==> src/rtl/melody_sequencer.sv <==
// Song-ROM driven note sequencer for the tone generator.
// It fetches note/duration words, holds each note for its beats, then inserts a silent gap.
module melody_sequencer #(
  parameter int BEAT_TICKS = 2500000,
  parameter int GAP_TICKS  = 250000,
  parameter int ADDR_W     = 6,
  parameter int SONG_LEN   = 50
) (
  input  logic              clk,
  input  logic              rst,
  input  logic              play,
  input  logic              stop,
  input  logic              pause,
  input  logic              loop,
  output logic [ADDR_W-1:0] rom_addr,
  input  logic [7:0]        rom_data,
  output logic [6:0]        note,
  output logic              onoff,
  output logic              busy,
  output logic              done
);

  typedef enum logic [2:0] {
    S_IDLE, S_FETCH, S_LOAD, S_PLAY, S_GAP, S_END
  } state_t;

  localparam logic [31:0] BEAT_L    = 32'(BEAT_TICKS);
  localparam logic [31:0] GAP_RELD  = 32'(GAP_TICKS - 1);
  localparam logic [ADDR_W-1:0] LAST_IDX = ADDR_W'(SONG_LEN - 1);

  state_t            r_state, w_state_nxt;
  logic [31:0]       r_cnt, w_cnt_nxt;
  logic [ADDR_W-1:0] r_idx, w_idx_nxt;
  logic [3:0]        r_code, w_code_nxt;
  logic [6:0]        r_note, w_note_nxt;
  logic              r_onoff, w_onoff_nxt;
  logic              r_busy, w_busy_nxt;
  logic              r_done, w_done_nxt;

  logic [4:0]        w_dur;
  logic [31:0]       w_ticks;
  logic              w_tone;
  logic [6:0]        w_onehot;

  // A duration field of 0 encodes 16 beats.
  assign w_dur   = (rom_data[3:0] == 4'd0) ? 5'd16 : {1'b0, rom_data[3:0]};
  assign w_ticks = 32'(w_dur) * BEAT_L;

  // NOTE: sequential state is updated only with non-blocking assignments so every
  // register samples the pre-edge values of its peers.
  always_ff @(posedge clk or posedge rst) begin
    if (rst) begin
      r_state <= S_IDLE;
      r_cnt   <= '0;
      r_idx   <= '0;
      r_code  <= '0;
      r_note  <= '0;
      r_onoff <= 1'b0;
      r_busy  <= 1'b0;
      r_done  <= 1'b0;
    end else begin
      r_state <= w_state_nxt;
      r_cnt   <= w_cnt_nxt;
      r_idx   <= w_idx_nxt;
      r_code  <= w_code_nxt;
      r_note  <= w_note_nxt;
      r_onoff <= w_onoff_nxt;
      r_busy  <= w_busy_nxt;
      r_done  <= w_done_nxt;
    end
  end

  // NOTE: every combinational output gets a default first, so no path can infer a latch.
  always_comb begin
    w_state_nxt = r_state;
    w_cnt_nxt   = r_cnt;
    w_idx_nxt   = r_idx;
    w_code_nxt  = r_code;
    if (stop) begin
      w_state_nxt = S_IDLE;
      w_cnt_nxt   = '0;
      w_idx_nxt   = '0;
    end else begin
      case (r_state)
        S_IDLE: begin
          if (play) begin
            w_state_nxt = S_FETCH;
            w_idx_nxt   = '0;
          end
        end
        S_FETCH: w_state_nxt = S_LOAD;
        S_LOAD: begin
          w_code_nxt = rom_data[7:4];
          if (rom_data[7:4] == 4'hF) begin
            w_state_nxt = S_END;
          end else begin
            w_cnt_nxt   = w_ticks - 32'd1;
            w_state_nxt = S_PLAY;
          end
        end
        S_PLAY: begin
          if (!pause) begin
            if (r_cnt == '0) begin
              w_state_nxt = S_GAP;
              w_cnt_nxt   = GAP_RELD;
            end else begin
              w_cnt_nxt = r_cnt - 32'd1;
            end
          end
        end
        S_GAP: begin
          if (!pause) begin
            if (r_cnt != '0) begin
              w_cnt_nxt = r_cnt - 32'd1;
            end else if (r_idx == LAST_IDX) begin
              w_state_nxt = S_END;
            end else begin
              w_idx_nxt   = r_idx + 1'b1;
              w_state_nxt = S_FETCH;
            end
          end
        end
        S_END: begin
          w_idx_nxt   = '0;
          w_state_nxt = loop ? S_FETCH : S_IDLE;
        end
        default: w_state_nxt = S_IDLE;
      endcase
    end
  end

  // Outputs are computed from the next state and registered; pause only gates the tone.
  always_comb begin
    w_tone      = (w_code_nxt >= 4'd1) && (w_code_nxt <= 4'd7);
    w_onehot    = 7'd1 << (w_code_nxt - 4'd1);
    w_note_nxt  = '0;
    w_onoff_nxt = 1'b0;
    if (w_state_nxt == S_PLAY && w_tone) begin
      w_note_nxt  = w_onehot;
      w_onoff_nxt = !pause;
    end
    w_busy_nxt = (w_state_nxt != S_IDLE);
    w_done_nxt = (r_state == S_END) && (w_state_nxt == S_IDLE) && !stop;
  end

  assign rom_addr = r_idx;
  assign note     = r_note;
  assign onoff    = r_onoff;
  assign busy     = r_busy;
  assign done     = r_done;

endmodule

==> config.mk <==
export PLATFORM = sky130hd
export DESIGN_NAME = melody_sequencer
export DESIGN_NICKNAME = d
export VERILOG_FILES = /design/src/rtl/melody_sequencer.sv
export SDC_FILE = /design/constraint.sdc
export NUM_CORES = 1
export LEC_CHECK = 0
export BUFFER_PORTS_ARGS = -buffer_cell sky130_fd_sc_hd__buf_4
export CORE_UTILIZATION = 40
export DETAILED_ROUTE_END_ITERATION = 10
export GPL_TIMING_DRIVEN = 0
export PLACE_DENSITY_LB_ADDON = 0.15
export SLEW_MARGIN = 20
export SYNTH_ARGS = -nofsm -noshare
export SYNTH_HDL_FRONTEND = slang
export SYNTH_SLANG_ARGS = --single-unit
==> constraint.sdc <==
create_clock -name clk -period 3.8 [get_ports clk]
set_input_delay 0.76 -clock clk [delete_from_list [all_inputs] [get_ports clk]]
set_output_delay 0.76 -clock clk [all_outputs]
set_load 0.05 [all_outputs]
After elaboration in Yosys (flattened, before gate mapping)
Index checks and enable logic that the tools add are counted.
{"block": "classes", "n_reduce_logical": 16, "shifts": 1, "mul": 1, "n_lt_le_gt_ge": 2, "eq_ne": 15, "addsub": 4, "mux": 28}
{"cell": "$mux W32", "count": 6}
{"cell": "$pmux W32 S3", "count": 1}
{"cell": "$logic_not A32 Y1", "count": 1}
{"cell": "$reduce_bool A32 Y1", "count": 1}
{"cell": "$sub A32 B1 Y32 const B", "count": 1}
{"cell": "$mux W6", "count": 5}
{"cell": "$sub A27 B1 Y28 const B", "count": 1}
{"cell": "$mux W3", "count": 8}
{"cell": "$mul A5 B17 Y22 const B", "count": 1}
{"cell": "$ne A3 B3 Y1 const B", "count": 7}
{"cell": "$pmux W3 S6", "count": 1}
{"cell": "$pmux W6 S3", "count": 1}
{"cell": "$reduce_and A5 Y1", "count": 2}
{"cell": "$eq A3 B2 Y1 const B", "count": 3}
{"cell": "$mux W4", "count": 2}
{"cell": "$reduce_bool A4 Y1", "count": 2}
{"cell": "$mux W7", "count": 1}
{"cell": "$shl A1 B4 Y7 const A", "count": 1}
{"cell": "$add A6 B1 Y6 const B", "count": 1}
{"cell": "$eq A3 B3 Y1 const B", "count": 2}
{"cell": "$eq A6 B6 Y1 const B", "count": 1}
{"cell": "$logic_not A3 Y1", "count": 2}
{"cell": "$mux W5", "count": 1}
{"cell": "$eq A4 B4 Y1 const B", "count": 1}
{"cell": "9 further kinds", "count": 14}
{"block": "totals", "ff_bits": 55, "word_cells": 75, "input_bits": 14, "out_inout_bits": 16}

Depth between registers and ports, before layout
Gate-level depths: netlist of run 1.
{"block": "logic_depth", "depth_word": 9, "depth_mapped": 18, "ltp_nobuf": 17}

Worst setup path before layout of run 1
No wires, ideal clock.
{"block": "synth_path", "path_type": "in2reg", "start": "in rom_data[1]", "end": "reg r_cnt[26]", "t_arrival_ps": 4913, "setup_ps": 139, "n_path_buf": 1, "path_stages": 16, "path_slack_ps": -1251, "path_cell_list": "clkinv_1 > ha_1 > and2_1 > clkbuf_1 > nor2_1 > ha_1 > ha_1 > fa_1 > a211oi_4 > o21ai_0 > xor2_1 > nor4_2 > and4_4 > and4_1 > nor3_1 > or4_1"}
{"block": "synth_between", "elab_chain_cells": 7}
{"element": "start, declared", "line_no": "16", "text": "input logic [7:0] rom_data,"}
{"element": "$logic_not A4 Y1", "line_no": "46", "text": "assign w_dur = (rom_data[3:0] == 4'd0) ? 5'd16 : {1'b0, rom_data[3:0]};"}
{"element": "$mux W5 *", "line_no": "46"}
{"element": "$mul A5 B17 Y22 *", "line_no": "47", "text": "assign w_ticks = 32'(w_dur) * BEAT_L;"}
{"element": "$sub A27 B1 Y28 *", "line_no": "97", "text": "w_cnt_nxt = w_ticks - 32'd1;"}
{"element": "$mux W32 *", "line_no": "94", "text": "if (rom_data[7:4] == 4'hF) begin"}
{"element": "$pmux W32 S3 *", "line_no": "84", "text": "case (r_state)"}
{"element": "$mux W32 *", "line_no": "79", "text": "if (stop) begin"}
{"element": "end signal, assigned", "line_no": "63", "text": "r_cnt <= w_cnt_nxt;"}
{"element": "end, declared", "line_no": "32", "text": "logic [31:0] r_cnt, w_cnt_nxt;"}
Every way passes the cells marked *; elsewhere a longest branch is shown, timed or not. The select of a mux whose other input is x is not followed.
A chain may end at the register's enable or synchronous reset.

Worst setup path in the final report of run 1
{"block": "layout_path", "start": "in rom_data[0]", "end": "reg r_cnt[26]"}
The elaborated chain is that of the path after synthesis.

==> flow_metrics.py, run 1 <==
metrics = {
    "worst_setup_path": {
        "crit_path_frequent_cell": "ha_4",
        "crit_arrival_ps": 4430,
        "crit_cells": 17,
        "crit_path_max_fanout": 6,
        "cp_top_family": "simple AND/OR/NAND/NOR gates",
        "startpoint_type": "primary input",
        "path_cells": "buf_8, clkinvlp_4, ha_4, and2_4, clkbuf_16, nor2_4, ha_4, ha_4, fa_2, a211oi_4, o211a_1, nor4_2, or3_4, xnor2_2, and4_4, nor3_1, or4_1",
        "worst-setup-path-type": "in -> reg",
        "r2r_cells": 10,
        "critPathRequiredTime_ps": 3980,
        "cpPeakStageDelay_ps": 450,
        "crit_buf_inv": 3,
        "slowest_stage": "or4_1",
        "endpoint_kind": "flip-flop",
    },
    "cts": {
        "cts_sinks": 55,
        "insertion_delay_ps": 300,
        "cts_tree": "done",
        "htreeDepth": 2,
        "cts_buffer_depth": 2,
        "cts_root_buf": "clkbuf_16",
        "cts.reportedPaths.clkPinSlew_ps": 80,
        "cts_inserted_buffers": 5,
        "cts_hold_buf": 0,
    },
    "synth": {
        "ys_seq_elements": 55,
        "syn_area_mm2": 0.00506,
        "synth_enable_flop_cells": 0,
        "async_reset_ff_share_pct": 100,
        "yosysMostFrequentCell": "nor2_1",
        "netlist_instances": 625,
        "synth.distinct_cells": 80,
        "synth_commonest_cells": "nor2_1 (81), dfrtp_1 (55), a21oi_1 (45), nand2_1 (40), o21ai_0 (39)",
        "synth_top_area_share_pct": 27.2,
        "synth.avg_cell_area_um2": 8.10,
        "yosysTopAreaCell": "dfrtp_1",
        "synthTopCellsByArea": "dfrtp_1 (27%), ha_1 (8.9%), nor2_1 (6.0%)",
        "yosysSeqAreaShare_pct": 27.2,
        "synth_flop_cell": "dfrtp_1",
        "ys_warn_count": 0,
    },
    "placement": {
        "hpwl_um": 10800,
        "port_buffers": 28,
        "place.gp.congestion": 0.917,
        "preCtsSetupSlack_ps": -1300,
    },
    "floorplanning": {
        "die_w_um": 115,
        "ios": 30,
        "core_mm2": 0.0122,
        "die-area_mm2": 0.0131,
        "fp-row-count": 40,
        "die_h_um": 115,
        "initial_core_util_pct": 41.6,
    },
    "pwr": {
        "powerDensity_mw_per_mm2": 371,
        "leakagePower_uw": 0.00272,
        "peakVddDrop_uv": 209,
    },
    "timing": {
        "fin_ws_ps": -453,
        "final-setup-viol-count": 19,
        "rsz0062_at_grt": "true",
        "period_share_pct": 112,
        "min_period_ps": 4250,
        "slew-limit-headroom_pct": 40.7,
        "clock_skew_ps": 6.56,
        "hold-worst-slack_ps": 504,
        "hold_viol_final": 0,
        "slew_violations": 0,
        "fmax_ghz": 0.235,
        "worst_pin_slew_ps": 881,
    },
    "detailed_routing": {
        "viasPerCell": 5.98,
        "wire_per_inst_um": 17.2,
        "drtIter0Drc": 403,
        "vias": 5216,
        "drcViolationCount": 0,
        "wl_um": 15000,
        "ant_nets": 0,
        "first_pass_iters": 5,
    },
    "global_route": {
        "grt_use_met1_pct": 28.4,
        "first_global_vias": 5099,
        "grt_use_met3_pct": 3.28,
        "grt_usage_pct": 23.7,
        "antenna_found_initial": 0,
        "met2_usage_pct": 42.1,
        "grt_overflow_total": 0,
        "top_usage_layer": "met2",
        "grt_pass1_wl_um": 24800,
        "grt_max_degree": 56,
    },
    "layout": {
        "nets": 755,
        "antenna_cells": 0,
        "final_util_pct": 53.0,
        "drive_above_1_share_pct": 24.0,
        "areaGrowthSynthToFinish_pct": 27.3,
    },
    "hold_path": {
        "hp-class": "reg -> reg",
        "worstHoldPathCells": 1,
    },
    "job": {
        "maxCapViolCount": 0,
    },
    "outcome": {
        "violations": "negative setup slack",
        "status": "complete, but fails checks",
    },
}
## report_power, final
| group | internal, µW | switching [µW] | leakage (µW) |
|---|---|---|---|
| sequential | 635 | 39.7 | 0.000746 |
| clock | 251 | 232 | 0.0000719 |
| combinational | 505 | 730 | 0.00190 |
| total | 1390 | 1000 | 0.00272 |
## final timing paths
kind / startpoint / endpoint / slack [ps]
min in group asynchronous: rst / r_cnt[7] / 580
worst max-delay path: rom_data[0] / r_cnt[26] / -450
max in group asynchronous: rst / r_cnt[1] / 2770
worst min-delay path: r_code[3] / r_code[3] / 500
worst min register to register: r_code[3] / r_code[3] / 500
worst max register to register: r_cnt[1] / r_cnt[27] / 500
## cells by family after synthesis
family                     synth area share, %
and+or+nand+nor                           27.1
DFF                                       27.2
adders and majority gates                 9.68
buffers and inverters                     4.59
muxes                                     1.46
other                                   0.0740
xor gates and xnor gates                  5.01
AOI/OAI and AO/OA                         24.9
## layout make-up
type / instances / area, µm²
clock inverters: 3 / 27.5
well taps: 168 / 210
multi-input cells: 525 / 3870
repair buffers: 68 / 562
fillers: 1150 / 5710
flip-flops and latches: 55 / 1380
inverters: 21 / 105
clock buffers: 5 / 125
plain buffers: 27 / 175
## state kept, by name (all words and copies together), names as in the netlist
name and cells:
r_code 4, onoff 1, r_state 3, note 7
done 1, busy 1, r_cnt 32, rom_addr 6
## routing by layer
layer,wire [µm],part of all wire (%)
met3,694,4.6
met1,6430,43
met4,388,2.6
met2,7470,50
met5,0,0
## layout by cell type (no fill, tap or decap), types with 6 or more instances in the layout
cell,netlist,final
inv_1,20,16
a21oi_1,45,45
a21o_1,9,9
xnor2_1,11,7
xor2_1,18,16
nand3_1,20,20
buf_6,0,8
nor2_1,81,75
nand2_1,40,39
o21ai_0,39,34
clkbuf_1,19,18
or3_1,8,7
dfrtp_1,55,55
buf_4,1,58
ha_4,0,8
o22ai_1,12,8
or4_1,7,6
a211oi_1,10,10
clkbuf_16,0,6
o211ai_1,6,6
nor4_1,11,8
nor3_1,36,32
ha_1,36,28
nand4_1,7,7
nor3b_1,7,7
## worst reg2reg max path, cell delays in order, from the launching register on
cell and delay (ps):
dfrtp_1 410, inv_1 100, ha_1 210, nor3b_1 520, and4_2 420, nand4_1 150
o21ai_2 350, clkbuf_1 500, o21ai_0 200, a21oi_1 210, o22ai_2 90
## per-stage QoR
step | TNS [ps] | area [µm²] | std cells | total power, µW
finish | -6100 | 6450 | 872 | 2390
CTS | -5100 | 6330 | 863 | 2330
detailed placement | -19380 | 5650 | 824 | 1720
global route | -9320 | 6450 | 872 | 2550
floorplan | -5660 | 5230 | 628 | 1480
global placement | -18990 | 5650 | 824 | 1700
## timing repair
| item | in CTS | in global routing |
|---|---|---|
| gates cloned | 1 | 0 |
| buffers inserted | 31 | 9 |
| setup endpoints to repair | 20 | 20 |
| resized for setup | 59 | 10 |
| pin swaps | 39 | 5 |
(Power assumes the default switching activity.)
==> inputs of run 2 (changes only) <==
--- a/config.mk
+++ b/config.mk
@@ -5,6 +5,7 @@
 export SDC_FILE = /design/constraint.sdc
 export NUM_CORES = 1
 export LEC_CHECK = 0
+export ABC_AREA = 1
 export BUFFER_PORTS_ARGS = -buffer_cell sky130_fd_sc_hd__buf_4
 export CORE_UTILIZATION = 40
 export DETAILED_ROUTE_END_ITERATION = 10
==> run 2 against run 1 <==
The flow now finishes without violations. Fmax is 17% higher. Synthesized cell count up 34%. Clock power is 8.3% lower. Via count rose by 3.0%. Clock-buffer cell count increased by 1. Clock skew up 7.2 ps. Routed wire length is 4.4% lower. Highest routed layer unchanged.
==> flow_metrics.py, run 2 <==
metrics = {
    "cts": {
        "cts_sinks": 55,
        "cts_buffer_depth": 2,
        "cts_inserted_buffers": 5,
        "cts_root_buf": "clkbuf_16",
        "cts_tree": "done",
        "cts.reportedPaths.clkPinSlew_ps": 60,
        "htreeDepth": 2,
        "insertion_delay_ps": 300,
    },
    "synth": {
        "synth_enable_flop_cells": 0,
        "synth_commonest_cells": "nand2_1 (247), inv_1 (109), nor2_1 (96), nand3_1 (83), dfrtp_1 (55)",
        "ys_warn_count": 0,
        "synth_top_area_share_pct": 25.8,
        "yosysTopAreaCell": "dfrtp_1",
        "yosysSeqAreaShare_pct": 25.8,
        "ys_seq_elements": 55,
        "netlist_instances": 838,
        "async_reset_ff_share_pct": 100,
        "synth.avg_cell_area_um2": 6.36,
        "synth_flop_cell": "dfrtp_1",
        "yosysMostFrequentCell": "nand2_1",
        "synthTopCellsByArea": "dfrtp_1 (26%), nand2_1 (17%), ha_1 (8.4%)",
        "synth.distinct_cells": 47,
        "syn_area_mm2": 0.00533,
    },
    "hold_path": {
        "hp-class": "reg -> reg",
        "hold_start": "r_cnt[29]",
    },
    "floorplanning": {
        "die_h_um": 117,
        "die_w_um": 117,
        "initial_core_util_pct": 41.6,
        "ios": 30,
        "die-area_mm2": 0.0138,
        "fp-row-count": 41,
        "core_mm2": 0.0128,
    },
    "detailed_routing": {
        "vias": 5374,
        "first_pass_iters": 5,
        "viasPerCell": 4.98,
        "ant_nets": 0,
        "drtIter0Drc": 346,
        "wl_um": 14300,
        "wire_per_inst_um": 13.3,
        "drcViolationCount": 0,
    },
    "worst_setup_path": {
        "crit_path_max_fanout": 6,
        "critPathLaunch": "rom_data[2]",
        "critPathRequiredTime_ps": 3990,
        "r2r-start": "r_cnt[0]",
        "crit_arrival_ps": 3830,
        "worst-setup-path-type": "in -> reg",
        "endpoint_kind": "flip-flop",
        "startpoint_type": "primary input",
    },
    "timing": {
        "final-setup-viol-count": 0,
        "slew_violations": 0,
        "rsz0062_at_grt": "true",
        "hold_viol_final": 0,
        "slew-limit-headroom_pct": 59.9,
        "fmax_ghz": 0.274,
        "clock_skew_ps": 13.7,
        "min_period_ps": 3650,
        "worst_pin_slew_ps": 601,
        "tns_ps": 0,
        "fin_ws_ps": 155,
        "period_share_pct": 95.9,
    },
    "placement": {
        "preCtsSetupSlack_ps": -702,
        "hpwl_um": 10900,
        "place.gp.congestion": 0.853,
        "port_buffers": 29,
    },
    "global_route": {
        "grt_overflow_total": 0,
        "grt_usage_pct": 21.5,
        "grt_pass1_wl_um": 24500,
        "first_global_vias": 5090,
        "antenna_found_initial": 0,
        "grt_max_degree": 56,
    },
    "layout": {
        "final_util_pct": 50.9,
        "final-seq-area_mm2": 0.00138,
        "nets": 960,
        "antenna_cells": 0,
        "drive_above_1_share_pct": 20.3,
        "areaGrowthSynthToFinish_pct": 22.4,
        "multi_input_area_mm2": 0.00378,
        "regMostFlops": "r_cnt",
        "fill_cells": 1311,
        "layout_common_cells": "nand2_1 (227), inv_1 (97), nor2_1 (79), nand3_1 (78), buf_4 (57)",
        "final_common_cell": "nand2_1",
        "largest_reg_flops": 32,
    },
    "pwr": {
        "peakVddDrop_uv": 231,
        "total_power_uw": 2780,
        "powerDensity_mw_per_mm2": 426,
        "leakagePower_uw": 0.00340,
    },
    "job": {
        "maxCapViolCount": 0,
    },
    "outcome": {
        "status": "finished clean",
    },
}
[run 2: layout make-up]
class,instances,area share (%)
inverter,118,7.17
buffer,11,0.997
tap,172,3.30
sequential,55,21.1
timing repair buffer,60,7.61
multi-input combinational,657,57.9
clock buffer,6,1.97
[run 2: final timing paths]
path	slack, ps	to	cells after the start
hold reg to reg	480	r_cnt[29]	2
max in group asynchronous	3030	r_cnt[29]	3
min in group asynchronous	510	r_cnt[13]	3
setup reg to reg	1070	r_cnt[26]	13
setup / recovery	150	r_cnt[22]	24
hold / removal	480	r_cnt[29]	2
[run 2: critical path: stages]
cell     delay [ps]
buf_6           110
inv_4            80
ha_4            150
nand2_4          70
buf_8           140
inv_8            80
nor2_4           40
nor2_2           90
nor2_1           50
ha_1            300
ha_4            170
fa_2            450
nor2_4          110
nand4_1         130
nor2_2          170
nand3_2         100
nor2_4          200
nand2_4          80
nor2_4          150
inv_2            50
o21ai_1         120
nand3_1          90
nand2_1          90
nand2_1          40
[run 2: power breakdown]
part	total [µW]	switching (µW)	internal, µW
logic	1620	1040	579
registers	715	57.7	658
clock network	443	205	238
[run 2: cell families after synthesis]
group / Yosys count / share of synthesized area (%)
other cells: 1 / 0.0703
compound gates: 95 / 9.97
simple gates: 491 / 40.7
flops: 55 / 25.8
xor+xnor: 29 / 4.90
fa+ha+maj: 38 / 9.20
buf+inv: 129 / 9.36
[run 2: per-stage QoR]
| stage | cells | instance area, µm² | hold WS (ps) |
|---|---|---|---|
| after floorplan | 841 | 5400 | 449 |
| after CTS | 1071 | 6290 | 485 |
| final | 1079 | 6530 | 482 |
| after global routing | 1079 | 6530 | 517 |
| after global placement | 1042 | 5830 | 470 |
| after detailed placement | 1043 | 5860 | 467 |
[run 2: what timing repair did]
item	CTS	global route
pin swaps	14	20
setup buffers	22	8
hold buffers	0	0
endpoints found under the setup margin	17	20
gates resized for setup	42	52
[run 2: metal layers]
metal | wire (µm) | part of all wire (%) | vias to the layer above | track usage, %
met3 | 523 | 3.7 | 10 | 3.78
met4 | 96 | 0.67 | 0 | 2.80
met5 | 0 | 0 | - | 0
met1 | 7620 | 53 | 2460 | 32.1
li1 | - | - | 2830 | -
met2 | 6080 | 42 | 74 | 32.9
==> inputs of run 3 (changes only) <==
--- a/config.mk
+++ b/config.mk
@@ -7,6 +7,8 @@
 export LEC_CHECK = 0
 export ABC_AREA = 1
 export BUFFER_PORTS_ARGS = -buffer_cell sky130_fd_sc_hd__buf_4
+export CAP_MARGIN = 10
+export CORE_ASPECT_RATIO = 1.4
 export CORE_UTILIZATION = 40
 export DETAILED_ROUTE_END_ITERATION = 10
 export GPL_TIMING_DRIVEN = 0
==> run 3 against run 2 <==
Clock power up 8.6%. Worst setup slack worse by 48 ps. Core utilization rose by 1.3 points. Clock-buffer cell count is the same. Largest cell class unchanged. First-iteration DRC count down 28%. Non-clock buffer count rose by 6. Sequential cell count unchanged.
==> flow_metrics.py, run 3 (synthesized netlist as in run 2, its figures left out) <==
metrics = {
    "outcome": {
        "status": "finished clean",
    },
    "cts": {
        "cts_buffer_depth": 2,
        "insertion_delay_ps": 300,
        "cts_inserted_buffers": 5,
        "cts_hold_buf": 0,
        "cts_tree": "done",
        "htreeDepth": 2,
        "cts.reportedPaths.clkPinSlew_ps": 80,
        "cts_root_buf": "clkbuf_16",
        "cts_sinks": 55,
    },
    "placement": {
        "port_buffers": 29,
        "hpwl_um": 11700,
        "place.gp.congestion": 0.868,
    },
    "worst_setup_path": {
        "cpPeakStageDelay_ps": 460,
        "crit_path_max_fanout": 7,
        "crit_path_frequent_cell": "nor2_2",
        "r2r-start": "r_cnt[0]",
        "r2r_cells": 13,
        "cp_top_family": "simple AND/OR/NAND/NOR gates",
        "crit_buf_inv": 5,
        "critPathRequiredTime_ps": 4000,
        "cp-endpoint": "r_cnt[26]",
        "endpoint_kind": "flip-flop",
        "crit_arrival_ps": 3900,
        "reg2reg_to": "r_cnt[26]",
        "worst-setup-path-type": "in -> reg",
        "crit_cells": 25,
        "critPathLaunch": "rom_data[1]",
        "ff2ff_setup_slack_ps": 1060,
        "startpoint_type": "primary input",
        "slowest_stage": "fa_2",
    },
    "timing": {
        "hold-worst-slack_ps": 437,
        "fmax_ghz": 0.271,
        "hold_viol_final": 0,
        "min_period_ps": 3690,
        "slew_violations": 0,
        "slew-limit-headroom_pct": 61.2,
        "rsz0062_at_grt": "true",
        "tns_ps": 0,
        "final-setup-viol-count": 0,
        "clock_skew_ps": 7.59,
        "worst_pin_slew_ps": 581,
        "period_share_pct": 97.2,
    },
    "floorplanning": {
        "fp-row-count": 49,
        "die_w_um": 99.6,
        "die-area_mm2": 0.0138,
        "die_h_um": 139,
        "ios": 30,
        "core_mm2": 0.0129,
        "initial_core_util_pct": 41.2,
    },
    "layout": {
        "regMostFlops": "r_cnt",
        "areaGrowthSynthToFinish_pct": 26.6,
        "antenna_cells": 0,
        "final_common_cell": "nand2_1",
        "drive_above_1_share_pct": 24.6,
        "fill_cells": 1304,
        "nets": 966,
        "layout_common_cells": "nand2_1 (207), inv_1 (92), nor2_1 (81), nand3_1 (73), buf_4 (62)",
        "largest_reg_flops": 32,
    },
    "global_route": {
        "grt_max_degree": 31,
        "grt_overflow_total": 0,
        "grt_usage_pct": 22.4,
        "first_global_vias": 5228,
        "grt_pass1_wl_um": 24700,
        "antenna_found_initial": 0,
    },
    "detailed_routing": {
        "wire_per_inst_um": 14.1,
        "drtIter0Drc": 248,
        "drcViolationCount": 0,
        "first_pass_iters": 5,
        "viasPerCell": 5.03,
        "ant_nets": 0,
        "wl_um": 15400,
        "vias": 5503,
    },
    "pwr": {
        "peakVddDrop_uv": 205,
        "leakagePower_uw": 0.00345,
        "powerDensity_mw_per_mm2": 432,
    },
    "hold_path": {
        "hp-class": "in -> async",
    },
    "job": {
        "maxCapViolCount": 0,
    },
}
run 3: changes by cell type in the layout (fill, tap and decap cells not counted), moves of 5 or more:
| cell | previous run | this run |
|---|---|---|
| nand3_1 | 78 | 73 |
| inv_1 | 97 | 92 |
| nand2_2 | 23 | 39 |
| buf_4 | 57 | 62 |
| nand2_1 | 227 | 207 |
run 3: power breakdown:
part	internal, µW	total (µW)	switching, µW	leakage, µW
Sequential	657	715	58.0	0.000747
Clock	248	481	233	0.0000675
Combinational	612	1720	1110	0.00264
Total	1520	2910	1400	0.00345
run 3: area by class of cell:
class | instances | area [µm²] | share of cell area [%]
buffer | 11 | 75.1 | 1.11
clock buffer | 6 | 129 | 1.91
clock inverter | 2 | 16.3 | 0.241
inverter | 118 | 478 | 7.08
multi-input combinational | 657 | 3920 | 58.0
sequential | 55 | 1380 | 20.4
tap | 178 | 223 | 3.30
timing repair buffer | 66 | 536 | 7.94
run 3: routing by layer:
layer	vias up	part of all wire, %	global-route usage (%)
li1	2849	-	-
met1	2550	41	25.8
met2	79	55	42.5
met3	25	2.2	1.86
met4	0	2.4	8.13
met5	-	0	0
run 3: worst min path at each step:
stage,from,end,slack (ps),cells past startpoint
2_1_floorplan,r_cnt[29],r_cnt[29],450,2
3_3_place_gp,r_cnt[29],r_cnt[29],470,2
3_5_place_dp,r_cnt[29],r_cnt[29],470,2
5_1_grt,rst,r_cnt[15],460,2
6_report,rst,r_cnt[15],440,2
4_1_cts,rst,r_cnt[15],450,2
run 3: metrics by stage:
stage / cell area (µm²) / utilization, % / setup WS (ps) / cells / power [µW]
6_report: 6750 / 52.2 / 107 / 1093 / 2910
5_1_grt: 6750 / 52.2 / -103 / 1093 / 3150
4_1_cts: 6300 / 48.7 / 2.35 / 1070 / 2810
3_5_place_dp: 5860 / 45.3 / -828 / 1049 / 2250
3_3_place_gp: 5840 / 45.1 / -801 / 1048 / 2250
2_1_floorplan: 5400 / - / 3.77 / 841 / 1910
run 3: timing repair:
item	in CTS	in global routing
pin swaps	18	43
gates resized for setup	61	73
buffers inserted	13	23
endpoints found under the setup margin	17	17
